### config.mk
export PLATFORM = sky130hd
export DESIGN_NAME = wr_ptr_full_ctrl
export DESIGN_NICKNAME = d
export VERILOG_FILES = /design/src/rtl/fifo_pkg.sv /design/src/rtl/gray2bin_conv.sv /design/src/rtl/wr_ptr_full_ctrl.sv
export SDC_FILE = /design/constraint.sdc
export NUM_CORES = 1
export LEC_CHECK = 0
export ABC_AREA = 0
export CORE_MARGIN = 3
export CORE_UTILIZATION = 47
export DETAILED_ROUTE_END_ITERATION = 12
export PLACE_DENSITY = 0.95
export SYNTH_ARGS = -nofsm -noshare
export SYNTH_HDL_FRONTEND = slang
export SYNTH_SLANG_ARGS = --single-unit
### constraint.sdc
create_clock -name CLK -period 4.4 [get_ports CLK]
set_input_delay 0.66 -clock CLK [delete_from_list [all_inputs] [get_ports CLK]]
set_output_delay 0.66 -clock CLK [all_outputs]
set_load 0.01 [all_outputs]
### src/rtl/fifo_pkg.sv
// -----------------------------------------------------------------------------
// fifo_pkg
// Shared pointer helpers for the async FIFO write/read controllers.
// Pointers are handled here at a fixed maximum width (ADDRESS_WIDTH up to 16,
// so 17 pointer bits). Callers zero-extend narrower pointers on the way in and
// truncate on the way out. Both Gray conversions give the correct result on
// zero-extended values.
// -----------------------------------------------------------------------------
package fifo_pkg;

    localparam int MAX_PTR_W = 17;

    typedef logic [MAX_PTR_W-1:0] ptr_t;

    // Pointer width for a given RAM address width: one extra wrap bit.
    function automatic int ptr_w(input int address_width);
        return address_width + 1;
    endfunction

    // Mask with the top two pointer bits set. A full FIFO has a write Gray
    // pointer equal to the read Gray pointer with exactly these bits inverted.
    function automatic ptr_t msb2_mask(input int address_width);
        return ptr_t'(3) << (address_width - 1);
    endfunction

    function automatic ptr_t bin2gray(input ptr_t bin);
        return bin ^ (bin >> 1);
    endfunction

    function automatic ptr_t gray2bin(input ptr_t gray);
        ptr_t bin;
        logic acc;
        bin = '0;
        acc = 1'b0;
        for (int i = MAX_PTR_W - 1; i >= 0; i--) begin
            acc    = acc ^ gray[i];
            bin[i] = acc;
        end
        return bin;
    endfunction

endpackage

### src/rtl/gray2bin_conv.sv
// -----------------------------------------------------------------------------
// gray2bin_conv
// Purely combinational Gray-to-binary converter of parametrised width.
// Each binary bit is the XOR of all Gray bits at or above its position
// (XOR prefix from the MSB downward). Shared by the write- and read-side
// pointer controllers.
//
// Ports:
//   gray_i  in   WIDTH  Gray-coded value
//   bin_o   out  WIDTH  binary equivalent
// -----------------------------------------------------------------------------
module gray2bin_conv
    import fifo_pkg::*;
#(
    parameter int WIDTH = MAX_PTR_W
) (
    input  logic [WIDTH-1:0] gray_i,
    output logic [WIDTH-1:0] bin_o
);

    logic acc;

    // NOTE: every variable assigned in always_comb gets a value before any
    // conditional or loop logic, so no path can leave it unassigned and infer a latch.
    always_comb begin
        bin_o = '0;
        acc   = 1'b0;
        for (int i = WIDTH - 1; i >= 0; i--) begin
            acc      = acc ^ gray_i[i];
            bin_o[i] = acc;
        end
    end

endmodule

### src/rtl/wr_ptr_full_ctrl.sv
// -----------------------------------------------------------------------------
// wr_ptr_full_ctrl
// Write-domain pointer and status controller for the async FIFO. It holds the
// binary and Gray write pointers and drives the RAM write address. It produces
// FULL, the write-side fill level, a programmable ALMOST_FULL flag and a sticky
// OVERFLOW error. All write-side flags are pessimistic because the read pointer
// arrives late through a synchroniser.
//
// Ports:
//   CLK          in   1      write-domain clock
//   RST          in   1      synchronous, active-high reset
//   W_inc        in   1      write request from client
//   Wq2_Rptr     in   AW+1   Gray read pointer synchronised into CLK domain
//   AFULL_LVL    in   AW+1   almost-full threshold in words
//   CLR_OVF      in   1      clears OVERFLOW
//   W_en         out  1      write accepted this cycle (W_inc & !FULL)
//   W_addr       out  AW     RAM write address (low bits of binary pointer)
//   W_ptr        out  AW+1   registered Gray write pointer
//   FULL         out  1      registered full flag
//   ALMOST_FULL  out  1      registered, level >= AFULL_LVL
//   W_level      out  AW+1   registered fill level, 0..DEPTH
//   OVERFLOW     out  1      sticky, set by a write attempt while FULL
// -----------------------------------------------------------------------------
module wr_ptr_full_ctrl
    import fifo_pkg::*;
#(
    parameter int ADDRESS_WIDTH   = 4,
    parameter bit LEVEL_RST_AFULL = 1'b0
) (
    input  logic                     CLK,
    input  logic                     RST,
    input  logic                     W_inc,
    input  logic [ADDRESS_WIDTH:0]   Wq2_Rptr,
    input  logic [ADDRESS_WIDTH:0]   AFULL_LVL,
    input  logic                     CLR_OVF,
    output logic                     W_en,
    output logic [ADDRESS_WIDTH-1:0] W_addr,
    output logic [ADDRESS_WIDTH:0]   W_ptr,
    output logic                     FULL,
    output logic                     ALMOST_FULL,
    output logic [ADDRESS_WIDTH:0]   W_level,
    output logic                     OVERFLOW
);

    localparam int               PTR_W     = ptr_w(ADDRESS_WIDTH);
    localparam logic [PTR_W-1:0] MSB2_MASK = PTR_W'(msb2_mask(ADDRESS_WIDTH));

    logic [PTR_W-1:0] bin_q,   bin_d;
    logic [PTR_W-1:0] gray_q,  gray_d;
    logic [PTR_W-1:0] level_q, level_d;
    logic             full_q,  full_d;
    logic             afull_q, afull_d;
    logic             ovf_q,   ovf_d;
    logic [PTR_W-1:0] rbin;

    // Acceptance uses the registered FULL, so a read-pointer advance seen in a
    // full cycle only unblocks writes from the following cycle.
    assign W_en = W_inc & ~full_q;

    gray2bin_conv #(
        .WIDTH (PTR_W)
    ) u_rptr_g2b (
        .gray_i (Wq2_Rptr),
        .bin_o  (rbin)
    );

    always_comb begin
        bin_d   = bin_q + PTR_W'(W_en);
        gray_d  = PTR_W'(bin2gray(ptr_t'(bin_d)));
        // Modulo subtraction against a lagging read pointer can only
        // over-report the fill level, never under-report it.
        level_d = bin_d - rbin;
        full_d  = (gray_d == (Wq2_Rptr ^ MSB2_MASK));
        afull_d = (level_d >= AFULL_LVL);
        // Set has priority over clear so a rejected write is never lost.
        ovf_d   = (W_inc & full_q) | (ovf_q & ~CLR_OVF);
    end

    // NOTE: state registers use non-blocking assignments so every flop samples
    // the pre-edge values, independent of the order in which processes run.
    always_ff @(posedge CLK) begin
        if (RST) begin
            bin_q   <= '0;
            gray_q  <= '0;
            level_q <= '0;
            full_q  <= 1'b0;
            afull_q <= LEVEL_RST_AFULL;
            ovf_q   <= 1'b0;
        end else begin
            bin_q   <= bin_d;
            gray_q  <= gray_d;
            level_q <= level_d;
            full_q  <= full_d;
            afull_q <= afull_d;
            ovf_q   <= ovf_d;
        end
    end

    assign W_addr      = bin_q[ADDRESS_WIDTH-1:0];
    assign W_ptr       = gray_q;
    assign FULL        = full_q;
    assign ALMOST_FULL = afull_q;
    assign W_level     = level_q;
    assign OVERFLOW    = ovf_q;

endmodule

; Yosys cells after proc, flatten, opt, wreduce, memory -nomap -nowiden
; Cells that the tools add are included.
[op_classes]
bitwise = 12
eq_ne = 1
n_addsub = 2
order_cmp = 1
[op_table]
columns = operator, count
row1 = $add 5x1->5, 1
row2 = $eq 5x5->1, 1
row3 = $ge 5x5->1, 1
row4 = $sub 5x5->5, 1
row5 = $xor 5x4->5, 1
row6 = $xor 1x1->1, 4
row7 = $and 1x1->1, 3
row8 = $not 1->1, 2
row9 = $not 2->2, 1
row10 = $or 1x1->1, 1
[word_totals]
ff_bits = 18
wordCells = 22
input_bits = 14

; Depth between registers and ports, before layout
; Gate-level depths: netlist of run 1.
[depth]
depth_word = 6
depth_mapped = 13
mapped_depth_nobuf = 13

; Cells and area by module
; A second synthesis of run 1 with hierarchy kept.
[unflattened]
cells_unflattened = 104
hier_area_um2 = 993.5
[by_module_without_submodules]
columns = mod, area_each_um2, instances, cells_per_inst, seq_area_each_um2
row1 = wr_ptr_full_ctrl, 913.4, 1, 97, 340.3
row2 = gray2bin_conv, 80.1, 1, 7, 0.0

; Least setup slack after synthesis of run 1
; OpenSTA, ideal clock, no wires.
[synth_timing]
path_type = input port to flip-flop
start = in Wq2_Rptr[4]
end = reg afull_q (netlist: ALMOST_FULL)
required_time_ns = 4.314
cell_stages = 13
arrival_time_ns = 2.862
slack_ns = 1.452
path_cell_list = xnor2_1 -> xor2_1 -> xor2_1 -> xnor2_1 -> ha_1 -> fa_1 -> inv_1 -> a21o_1 -> a21oi_1 -> xnor2_1 -> ha_1 -> nor2_1 -> a211oi_1
[synth_between]
elab_chain_cells = 6
[synth_lines]
columns = element, line_no
row1 = from (decl), wr_ptr_full_ctrl.sv:33  ; input logic [ADDRESS_WIDTH:0] Wq2_Rptr,
row2 = $xor 1x1->1 (4 in series), gray2bin_conv.sv:29  ; acc = acc ^ gray_i[i];
row3 = $sub 5x5->5 *, wr_ptr_full_ctrl.sv:72  ; level_d = bin_d - rbin;
row4 = via level_d[4], wr_ptr_full_ctrl.sv:50  ; logic [PTR_W-1:0] level_q, level_d;
row5 = $ge 5x5->1 *, wr_ptr_full_ctrl.sv:74  ; afull_d = (level_d >= AFULL_LVL);
row6 = to (signal assigned), wr_ptr_full_ctrl.sv:94  ; afull_q <= afull_d;
row7 = to (decl), wr_ptr_full_ctrl.sv:52  ; logic afull_q, afull_d;
; Mark *: on every way through the listed nets, which the timed path passes. The rest lies on a longest branch.
; A chain may end at the register's enable or synchronous reset.

; Final worst setup path of run 1
; Same ends and word-level chain as after synthesis.

==> insert_results.sql, run 1 <==
INSERT INTO impl_metrics (metric_group, metric, value, unit) VALUES
('status', 'outcome', 'completed', ''),
('sta', 'finalCritPeriodShare', '0.765', ''),
('synth', 'yosysSeqAreaShare', '0.369', ''),
('sta', 'report.final.setup_viol', '0', ''),
('synth', 'synth_area_leader_cell', 'sky130_fd_sc_hd__dfxtp_1', ''),
('clock_tree', 'cts_root_buf', 'sky130_fd_sc_hd__clkbuf_4', ''),
('route', 'antenna_left', '0', ''),
('layout', 'finish.net_count', '159', ''),
('grt', 'antenna_found_initial', '0', ''),
('route', 'detailedRoute.firstIterationViolations', '10', ''),
('power', 'total_power', '0.442', 'mW'),
('clock_tree', 'clk_latency', '0.28', 'ns'),
('sta', 'worst_slew_pin_slew', '0.588', 'ns'),
('layout', 'share_of_post_route_cells_with_drive_strength_above_1', '0.0455', ''),
('route', 'routed_wire_length_per_instance', '11.4', 'um'),
('clock_tree', 'clock_tree_from_tritoncts', 'built', ''),
('worst_setup_path', 'critPathLaunchType', 'input pin', ''),
('route', 'wl', '1790', 'um'),
('power', 'max-vdd-ir-drop', '206', 'uV'),
('clock_tree', 'count_of_clock_tree_sinks', '17', ''),
('synth', 'ys_seq_elements', '17', ''),
('sta', 'final.setup_skew', '0.00195', 'ns'),
('power', 'power_switching_share', '0.302', ''),
('power', 'p_leak', '0.560', 'nW'),
('die', 'die_x', '50.3', 'um'),
('sta', 'drv_slew', '0', ''),
('placed_design', 'detailed_place_hpwl', '1480', 'um'),
('power', 'total_switching_power', '0.133', 'mW'),
('layout', 'diodes', '0', ''),
('sta', 'final_layout_setup_total_negative_slack', '0', 'ns'),
('route', 'drt_drc_violations_left', '0', ''),
('die', 'start_util', '0.518', ''),
('synth', 'yosys_warnings', '0', ''),
('die', 'placementRows', '15', ''),
('layout', 'synthToLayoutAreaGrowth', '39.4', '%'),
('grt', 'vias_in_the_first_global_route', '725', ''),
('power', 'power_density', '343', 'nW/um^2'),
('synth', 'synth_edf_count', '0', ''),
('sta', 'max_freq', '297', 'MHz'),
('worst_setup_path', 'crit_path_end_kind', 'flop', ''),
('worst_setup_path', 'worstPathRequired', '4.55', 'ns'),
('clock_tree', 'path_clk_slew', '0.09', 'ns'),
('route', 'vias', '741', ''),
('synth', 'post-synth-top-area-fraction', '0.369', ''),
('clock_tree', 'cts-root-to-sink-buffers', '2', ''),
('synth', 'synth_area_leaders', 'sky130_fd_sc_hd__dfxtp_1 (37%), sky130_fd_sc_hd__ha_1 (15%), sky130_fd_sc_hd__xnor2_1 (10%)', ''),
('route', 'vias_per_cell', '4.72', ''),
('power', 'power_frac_clock', '0.181', ''),
('sta', 'report.final.hold_viol_count', '0', ''),
('power', 'power.internal', '0.309', 'mW'),
('hold_path', 'min_path_type', 'reg -> reg', ''),
('die', 'core-area', '1780', 'um^2'),
('clock_tree', 'postCtsHoldBufs', '0', ''),
('sta', 'final_period_minus_worst_setup_slack', '3.36', 'ns'),
('clock_tree', 'post_cts.resized_instances', '0', ''),
('grt', 'grt_remaining_overflow', '0', ''),
('layout', 'layout.filler_cells', '154', ''),
('synth', 'postSynthNetCount', '124', ''),
('worst_setup_path', 'path_class', 'in -> reg', ''),
('clock_tree', 'postCtsSetupBuffers', '0', ''),
('die', 'die-area', '2530', 'um^2'),
('synth', 'netlist-cell-type-count', '19', ''),
('layout', 'layout.core_utilization', '0.722', ''),
('worst_setup_path', 'critical_path.cell_chain', 'clkdlybuf4s50_1, xnor2_1, xor2_1, xor2_1, xnor2_1, ha_1, fa_1, inv_1, a21o_1, a21oi_1, xnor2_1, ha_1, nor2_1, a211oi_1', ''),
('synth', 'synth_cells', '98', ''),
('job', 'timing.max_cap.violations', '0', ''),
('worst_setup_path', 'arrival', '3.52', 'ns'),
('sta', 'slew-limit-headroom', '0.607', ''),
('power', 'comb_power_share', '0.415', ''),
('synth', 'dominantRegCellSynth', 'sky130_fd_sc_hd__dfxtp_1', ''),
('die', 'floorplan_die_height', '50.3', 'um');
## final cells by class
cell class	count	area [um^2]	area share
Clock buffer	4	26.3	0.0204
Inverter	11	41.3	0.0321
Multi-Input combinational cell	69	538	0.418
Sequential cell	17	340	0.264
Tap cell	25	31.3	0.0243
Timing Repair Buffer	31	310	0.241
## critical path, delay by kind of cell
kind            cells  cell delay, ns
compound gates      3            0.23
xor+xnor            5            1.11
fa+ha+maj           3            0.88
buf+inv             2            0.53
simple gates        1            0.11
## flip-flops by register name, indices dropped and copies added, names as in the netlist
register / count
bin_q: 5
ALMOST_FULL: 1
W_ptr: 4
OVERFLOW: 1
FULL: 1
W_level: 5
## logic make-up after synthesis
group | synth area share
AO/OA/AOI/OAI | 0.0732
buffers and inverters | 0.0488
AND/OR/NAND/NOR | 0.142
adder cells (fa/ha/maj) | 0.171
flip-flops | 0.369
XOR/XNOR | 0.196
## final timing paths
check,startpoint,end,slack [ns],depth (start not counted)
setup / recovery,Wq2_Rptr[4],ALMOST_FULL$_SDFF_PP0_,1.04,14
hold / removal,FULL$_SDFF_PP0_,OVERFLOW$_SDFF_PP0_,0.49,2
setup reg to reg,FULL$_SDFF_PP0_,ALMOST_FULL$_SDFF_PP0_,1.65,11
hold reg to reg,FULL$_SDFF_PP0_,OVERFLOW$_SDFF_PP0_,0.49,2
## power groups by stage
stage	combinational, mW	sequential [mW]	clock [mW]
after global placement	0.179	0.182	0
after global routing	0.209	0.180	0.0903
after CTS	0.187	0.179	0.0823
final	0.184	0.178	0.0801
after floorplan	0.103	0.192	0
after detailed placement	0.186	0.182	0
## cell usage in the layout (no fill, tap or decap), types with 2 or more instances in the layout
cell type / Yosys / layout
sky130_fd_sc_hd__nand3_1: 3 / 3
sky130_fd_sc_hd__xnor2_1: 11 / 11
sky130_fd_sc_hd__nand2b_1: 2 / 2
sky130_fd_sc_hd__dfxtp_1: 17 / 17
sky130_fd_sc_hd__clkbuf_4: 0 / 3
sky130_fd_sc_hd__a21oi_1: 5 / 5
sky130_fd_sc_hd__nor2b_1: 6 / 6
sky130_fd_sc_hd__xor2_1: 6 / 6
sky130_fd_sc_hd__a21o_1: 2 / 2
sky130_fd_sc_hd__nor2_1: 14 / 14
sky130_fd_sc_hd__inv_1: 11 / 11
sky130_fd_sc_hd__nand2_1: 2 / 2
sky130_fd_sc_hd__ha_1: 11 / 11
sky130_fd_sc_hd__xor2_2: 2 / 2
sky130_fd_sc_hd__clkdlybuf4s50_1: 0 / 31
## per-layer routing
layer,up-vias,wire length (um),share of wire,GRT usage
met1,339,759,0.42,0.167
met5,-,0,0,0
li1,378,-,-,-
met2,19,927,0.52,0.280
met3,5,65,0.036,0.0208
met4,0,34,0.019,0.0673
## metrics by stage
stage	cells	worst slack, ns	cell area [um^2]	hold WS (ns)
finish	157	1.04	1290	0.492
global route	157	0.730	1290	0.531
CTS	157	1.03	1290	0.496
detailed placement	153	0.737	1260	0.482
global placement	153	0.793	1260	0.453
floorplan	98	1.45	923	0.483
Note: power is estimated with default switching activity, not from simulation.
==> run 2, diff against run 1 <==
- CORE_UTILIZATION: 47 -> 44
- PLACE_DENSITY: 0.95 -> 0.9
- clock period: 4.4 -> 3.1 ns (I/O delays scaled with it)
==> run 2 against run 1 <==
Net effect: global-route usage increased by 3.4 points; final area increased by 9.5%; setup slack got worse by 0.86 ns; wire length increased by 22%; final cell count increased by 8.3%; worst hold slack got worse by 0.018 ns; clock-buffer cell count unchanged; critical endpoint unchanged; largest cell class unchanged; largest power group unchanged.
==> insert_results.sql, run 2 (synthesis results as in run 1) <==
INSERT INTO impl_metrics (metric_group, metric, value, unit) VALUES
('clock_tree', 'path_clk_slew', '0.10', 'ns'),
('die', 'die-area', '2680', 'um^2'),
('sta', 'worst_slew_pin_slew', '0.631', 'ns'),
('grt', 'track_usage', '0.185', ''),
('grt', 'vias_in_the_first_global_route', '809', ''),
('grt', 'grt.met3_usage', '0.0401', ''),
('worst_setup_path', 'crit_path_end_kind', 'flop', ''),
('route', 'vias', '799', ''),
('layout', 'share_of_post_route_cells_with_drive_strength_above_1', '0.166', ''),
('clock_tree', 'count_of_clock_tree_sinks', '17', ''),
('placed_design', 'place_worst_setup_slack', '-0.428', 'ns'),
('sta', 'final_layout_setup_total_negative_slack', '0', 'ns'),
('grt', 'grt_remaining_overflow', '0', ''),
('sta', 'layout_setup_ws', '0.176', 'ns'),
('sta', 'drv_slew', '0', ''),
('clock_tree', 'clock_tree_from_tritoncts', 'built', ''),
('sta', 'report.final.hold_viol_count', '0', ''),
('layout', 'finish.net_count', '172', ''),
('route', 'vias_per_cell', '4.70', ''),
('die', 'die_x', '51.8', 'um'),
('layout', 'diodes', '0', ''),
('layout', 'most-common-layout-cells', 'sky130_fd_sc_hd__clkdlybuf4s50_1 (29), sky130_fd_sc_hd__dfxtp_1 (17), sky130_fd_sc_hd__nor2_1 (14)', ''),
('worst_setup_path', 'path_class', 'in -> reg', ''),
('worst_setup_path', 'critPathLaunchType', 'input pin', ''),
('status', 'outcome', 'completed', ''),
('route', 'drt_drc_violations_left', '0', ''),
('grt', 'gr-max-usage-layer', 'met2', ''),
('placed_design', 'finalWeightedCongestion', '0.798', ''),
('die', 'placementRows', '15', ''),
('grt', 'grt_start_max_net_pins', '18', ''),
('placed_design', 'portBuffers', '31', ''),
('layout', 'final_common_cell', 'sky130_fd_sc_hd__clkdlybuf4s50_1', ''),
('die', 'floorplan_die_height', '51.8', 'um'),
('worst_setup_path', 'worst-path-max-fanout', '2', ''),
('route', 'detailedRoute.firstIterationViolations', '3', ''),
('power', 'power_density', '479', 'nW/um^2'),
('die', 'ioPinCount', '32', ''),
('sta', 'final.setup_skew', '0.00396', 'ns'),
('route', 'drt_pre_antenna_iters', '4', ''),
('route', 'routed_wire_length_per_instance', '12.8', 'um'),
('grt', 'grt.met1_usage', '0.167', ''),
('worst_setup_path', 'arrival', '3.13', 'ns'),
('clock_tree', 'htreeDepth', '1', ''),
('route', 'antenna_left', '0', ''),
('placed_design', 'detailed_place_hpwl', '1670', 'um'),
('sta', 'finalCritPeriodShare', '0.943', ''),
('power', 'p_leak', '0.630', 'nW'),
('layout', 'synthToLayoutAreaGrowth', '52.7', '%'),
('clock_tree', 'clk_latency', '0.30', 'ns'),
('grt', 'antenna_found_initial', '0', ''),
('die', 'core-area', '1860', 'um^2'),
('worst_setup_path', 'worstPathRequired', '3.31', 'ns'),
('power', 'max-vdd-ir-drop', '347', 'uV'),
('clock_tree', 'cts-buffers-inserted', '3', ''),
('hold_path', 'min_path_type', 'reg -> reg', ''),
('grt', 'grt_pass1_wl', '3540', 'um'),
('sta', 'max_freq', '342', 'MHz'),
('route', 'wl', '2170', 'um'),
('sta', 'slew-limit-headroom', '0.578', ''),
('sta', 'report.final.setup_viol', '0', ''),
('sta', 'final_period_minus_worst_setup_slack', '2.92', 'ns'),
('clock_tree', 'cts-root-to-sink-buffers', '2', ''),
('grt', 'globalRouteMet2Util', '0.364', ''),
('clock_tree', 'postCtsHoldBufs', '0', ''),
('sta', 'setup_repair_after_global_routing_missed_its_margin', 'false', ''),
('die', 'start_util', '0.497', ''),
('clock_tree', 'cts_root_buf', 'sky130_fd_sc_hd__clkbuf_4', ''),
('job', 'timing.max_cap.violations', '0', '');
[run 2: metal layers]
layer,routed length (um),vias up
met1,799,368
met2,1220,22
met3,80,9
met5,0,-
met4,75,0
li1,-,400
[run 2: critical path: stages]
cell and delay (ns):
sky130_fd_sc_hd__clkdlybuf4s50_1 0.54, sky130_fd_sc_hd__xor2_2 0.24, sky130_fd_sc_hd__xor2_2 0.20, sky130_fd_sc_hd__xnor2_1 0.17
sky130_fd_sc_hd__ha_2 0.24, sky130_fd_sc_hd__fa_2 0.23, sky130_fd_sc_hd__inv_1 0.06, sky130_fd_sc_hd__a21o_1 0.18
sky130_fd_sc_hd__a21oi_1 0.16, sky130_fd_sc_hd__xnor2_1 0.10, sky130_fd_sc_hd__ha_1 0.29, sky130_fd_sc_hd__nor2_1 0.04
sky130_fd_sc_hd__a211oi_1 0.22
[run 2: where the power goes]
part	total (mW)	switching (mW)	internal, mW
clock	0.121	0.0708	0.0502
sequential	0.254	0.00903	0.245
combinational	0.300	0.132	0.168
[run 2: final timing paths]
| kind | to | start | depth (start not counted) | slack, ns |
|---|---|---|---|---|
| setup / recovery | ALMOST_FULL$_SDFF_PP0_ | Wq2_Rptr[2] | 13 | 0.18 |
| hold / removal | OVERFLOW$_SDFF_PP0_ | OVERFLOW$_SDFF_PP0_ | 2 | 0.47 |
| setup reg to reg | ALMOST_FULL$_SDFF_PP0_ | FULL$_SDFF_PP0_ | 12 | 0.56 |
| hold reg to reg | OVERFLOW$_SDFF_PP0_ | OVERFLOW$_SDFF_PP0_ | 2 | 0.47 |
[run 2: final cells by class]
cell class	instances	area [um^2]
repair buffers	44	405
inverters	11	41.3
clock buffers	4	26.3
fillers	132	448
flip-flops and latches	17	340
well taps	25	31.3
multi-input cells	69	566
[run 2: timing repair]
action / 4_1_cts / 5_1_grt
gates resized for setup: 5 / 2
pin swaps: 5 / 2
endpoints found under the setup margin: 1 / 1
buffers inserted: 2 / 0
endpoints found under the hold margin: 0 / 0
[run 2: through the flow]
stage,hold WS [ns],total power [mW],area (um^2),utilization,cells
4_1_cts,0.477,0.675,1400,0.751,170
3_3_place_gp,0.454,0.530,1340,0.723,164
2_1_floorplan,0.483,0.419,923,-,98
5_1_grt,0.516,0.722,1410,0.759,170
3_5_place_dp,0.466,0.545,1340,0.723,164
6_report,0.474,0.676,1410,0.759,170
==> run 3, diff against run 2 <==
- ABC_CLOCK_PERIOD_IN_PS: default -> 3100
- SETUP_SLACK_MARGIN: default -> 0.2
==> run 3 against run 2 <==
Net effect: fmax is 3.9% higher; final area is 3.1% higher; sequential share of layout area is 0.73 points lower; critical endpoint unchanged; largest cell class unchanged.
==> insert_results.sql, run 3 (synthesis results as in run 1) <==
INSERT INTO impl_metrics (metric_group, metric, value, unit) VALUES
('layout', 'finish.net_count', '173', ''),
('worst_setup_path', 'path_class', 'in -> reg', ''),
('layout', 'post-route-cell-area', '1450', 'um^2'),
('route', 'antenna_left', '0', ''),
('sta', 'max_freq', '355', 'MHz'),
('layout', 'diodes', '0', ''),
('sta', 'final_layout_setup_total_negative_slack', '0', 'ns'),
('layout', 'multi_input_combinational_cell_area', '607', 'um^2'),
('worst_setup_path', 'critPathSlowestCell', 'sky130_fd_sc_hd__clkdlybuf4s50_1', ''),
('layout', 'layout.filler_cells', '111', ''),
('die', 'floorplan_die_height', '51.8', 'um'),
('clock_tree', 'clock_tree_from_tritoncts', 'built', ''),
('worst_setup_path', 'cpPeakStageDelay', '0.43', 'ns'),
('power', 'p_leak', '0.653', 'nW'),
('placed_design', 'place_worst_setup_slack', '-0.428', 'ns'),
('clock_tree', 'cts-root-to-sink-buffers', '2', ''),
('worst_setup_path', 'worstPathRequired', '3.32', 'ns'),
('die', 'start_util', '0.497', ''),
('clock_tree', 'cts-buffers-inserted', '3', ''),
('die', 'die-area', '2680', 'um^2'),
('route', 'drt_drc_violations_left', '0', ''),
('worst_setup_path', 'critical_path_buf_inv_count', '3', ''),
('grt', 'grt_remaining_overflow', '0', ''),
('die', 'core-area', '1860', 'um^2'),
('die', 'placementRows', '15', ''),
('worst_setup_path', 'critPathLaunchType', 'input pin', ''),
('grt', 'antenna_found_initial', '0', ''),
('grt', 'grt_pass1_wl', '3580', 'um'),
('sta', 'slew-limit-headroom', '0.578', ''),
('clock_tree', 'htreeDepth', '1', ''),
('clock_tree', 'path_clk_slew', '0.10', 'ns'),
('clock_tree', 'clk_latency', '0.30', 'ns'),
('layout', 'final-seq-area', '340', 'um^2'),
('power', 'power_density', '479', 'nW/um^2'),
('die', 'die_x', '51.8', 'um'),
('sta', 'worst_slew_pin_slew', '0.630', 'ns'),
('grt', 'track_usage', '0.187', ''),
('worst_setup_path', 'arrival', '3.03', 'ns'),
('layout', 'final_common_cell', 'sky130_fd_sc_hd__clkdlybuf4s50_1', ''),
('route', 'vias_per_cell', '4.73', ''),
('hold_path', 'min_path_type', 'reg -> reg', ''),
('placed_design', 'dp.cells', '164', ''),
('placed_design', 'placedInstanceArea', '1340', 'um^2'),
('layout', 'fin_cells', '171', ''),
('placed_design', 'finalWeightedCongestion', '0.798', ''),
('status', 'outcome', 'completed', ''),
('route', 'vias', '808', ''),
('layout', 'most-common-layout-cells', 'sky130_fd_sc_hd__clkdlybuf4s50_1 (28), sky130_fd_sc_hd__dfxtp_1 (17), sky130_fd_sc_hd__nor2_1 (14), sky130_fd_sc_hd__buf_4 (14), sky130_fd_sc_hd__inv_1 (11)', ''),
('clock_tree', 'cts_root_buf', 'sky130_fd_sc_hd__clkbuf_4', ''),
('sta', 'final_period_minus_worst_setup_slack', '2.81', 'ns'),
('layout', 'share_of_post_route_cells_with_drive_strength_above_1', '0.233', ''),
('route', 'detailedRoute.firstIterationViolations', '12', ''),
('grt', 'grt_start_max_net_pins', '18', ''),
('sta', 'hold_ws', '0.474', 'ns'),
('sta', 'final.setup_skew', '0.00560', 'ns'),
('layout', 'layout.core_utilization', '0.782', ''),
('worst_setup_path', 'path_delay_family', 'adder cells', ''),
('route', 'routed_wire_length_per_instance', '13.4', 'um'),
('route', 'drt_pre_antenna_iters', '6', ''),
('power', 'max-vdd-ir-drop', '355', 'uV'),
('sta', 'report.final.setup_viol', '0', ''),
('worst_setup_path', 'worst-path-max-fanout', '2', ''),
('die', 'ioPinCount', '32', ''),
('sta', 'finalCritPeriodShare', '0.908', ''),
('clock_tree', 'count_of_clock_tree_sinks', '17', ''),
('route', 'wl', '2280', 'um'),
('sta', 'drv_slew', '0', ''),
('layout', 'synthToLayoutAreaGrowth', '57.5', '%'),
('placed_design', 'portBuffers', '31', ''),
('power', 'total_power', '0.697', 'mW'),
('sta', 'layout_setup_ws', '0.286', 'ns'),
('worst_setup_path', 'critical_path.cell_chain', 'clkdlybuf4s50_1, nor2b_2, ha_2, inv_1, ha_2, fa_2, inv_1, a21o_1, a21oi_2, xnor2_2, ha_1, nor2_1, a211oi_2', ''),
('grt', 'vias_in_the_first_global_route', '822', ''),
('sta', 'setup_repair_after_global_routing_missed_its_margin', 'false', ''),
('placed_design', 'detailed_place_hpwl', '1670', 'um'),
('sta', 'report.final.hold_viol_count', '0', ''),
('job', 'timing.max_cap.violations', '0', ''),
('worst_setup_path', 'crit_path_end_kind', 'flop', '');
run 3: routing by layer:
metal  wire (um)  vias to the layer above  global-route usage  part of all wire
li1            -                      405                   -                 -
met1         814                      374               0.174              0.36
met2        1330                       22               0.369              0.58
met3          77                        7              0.0372             0.034
met4          60                        0               0.109             0.026
met5           0                        -                   0                 0
run 3: area by class of cell:
cell class / instances / share of cell area
clock buffer: 4 / 0.0181
inverter: 11 / 0.0284
multi-input combinational: 69 / 0.417
sequential: 17 / 0.234
tap: 25 / 0.0215
timing repair buffer: 45 / 0.281
run 3: worst register-to-register path, cell delays in order (launching register included):
cell	delay (ns)
sky130_fd_sc_hd__dfxtp_1	0.38
sky130_fd_sc_hd__nor2b_2	0.07
sky130_fd_sc_hd__ha_2	0.34
sky130_fd_sc_hd__inv_1	0.07
sky130_fd_sc_hd__ha_2	0.21
sky130_fd_sc_hd__fa_2	0.38
sky130_fd_sc_hd__inv_1	0.08
sky130_fd_sc_hd__a21o_1	0.14
sky130_fd_sc_hd__a21oi_2	0.08
sky130_fd_sc_hd__xnor2_2	0.14
sky130_fd_sc_hd__ha_1	0.30
sky130_fd_sc_hd__nor2_1	0.04
sky130_fd_sc_hd__a211oi_2	0.19
run 3: what timing repair did:
action	CTS	global route
gates resized for setup	8	13
setup buffers	2	1
hold buffers	0	0
endpoints found under the setup margin	1	1
pin swaps	6	11
run 3: final timing paths:
check,startpoint,to,slack (ns),depth (start not counted)
min reg2reg,OVERFLOW$_SDFF_PP0_,OVERFLOW$_SDFF_PP0_,0.47,2
max,W_inc,ALMOST_FULL$_SDFF_PP0_,0.29,13
min,OVERFLOW$_SDFF_PP0_,OVERFLOW$_SDFF_PP0_,0.47,2
max reg2reg,FULL$_SDFF_PP0_,ALMOST_FULL$_SDFF_PP0_,0.61,12
run 3: where the power goes:
group          internal [mW]  switching [mW]  total [mW]  leakage [nW]
combinational          0.179           0.141       0.319         0.499
sequential             0.245         0.00991       0.255         0.139
clock                 0.0502          0.0722       0.122        0.0150
total                  0.474           0.223       0.697         0.653
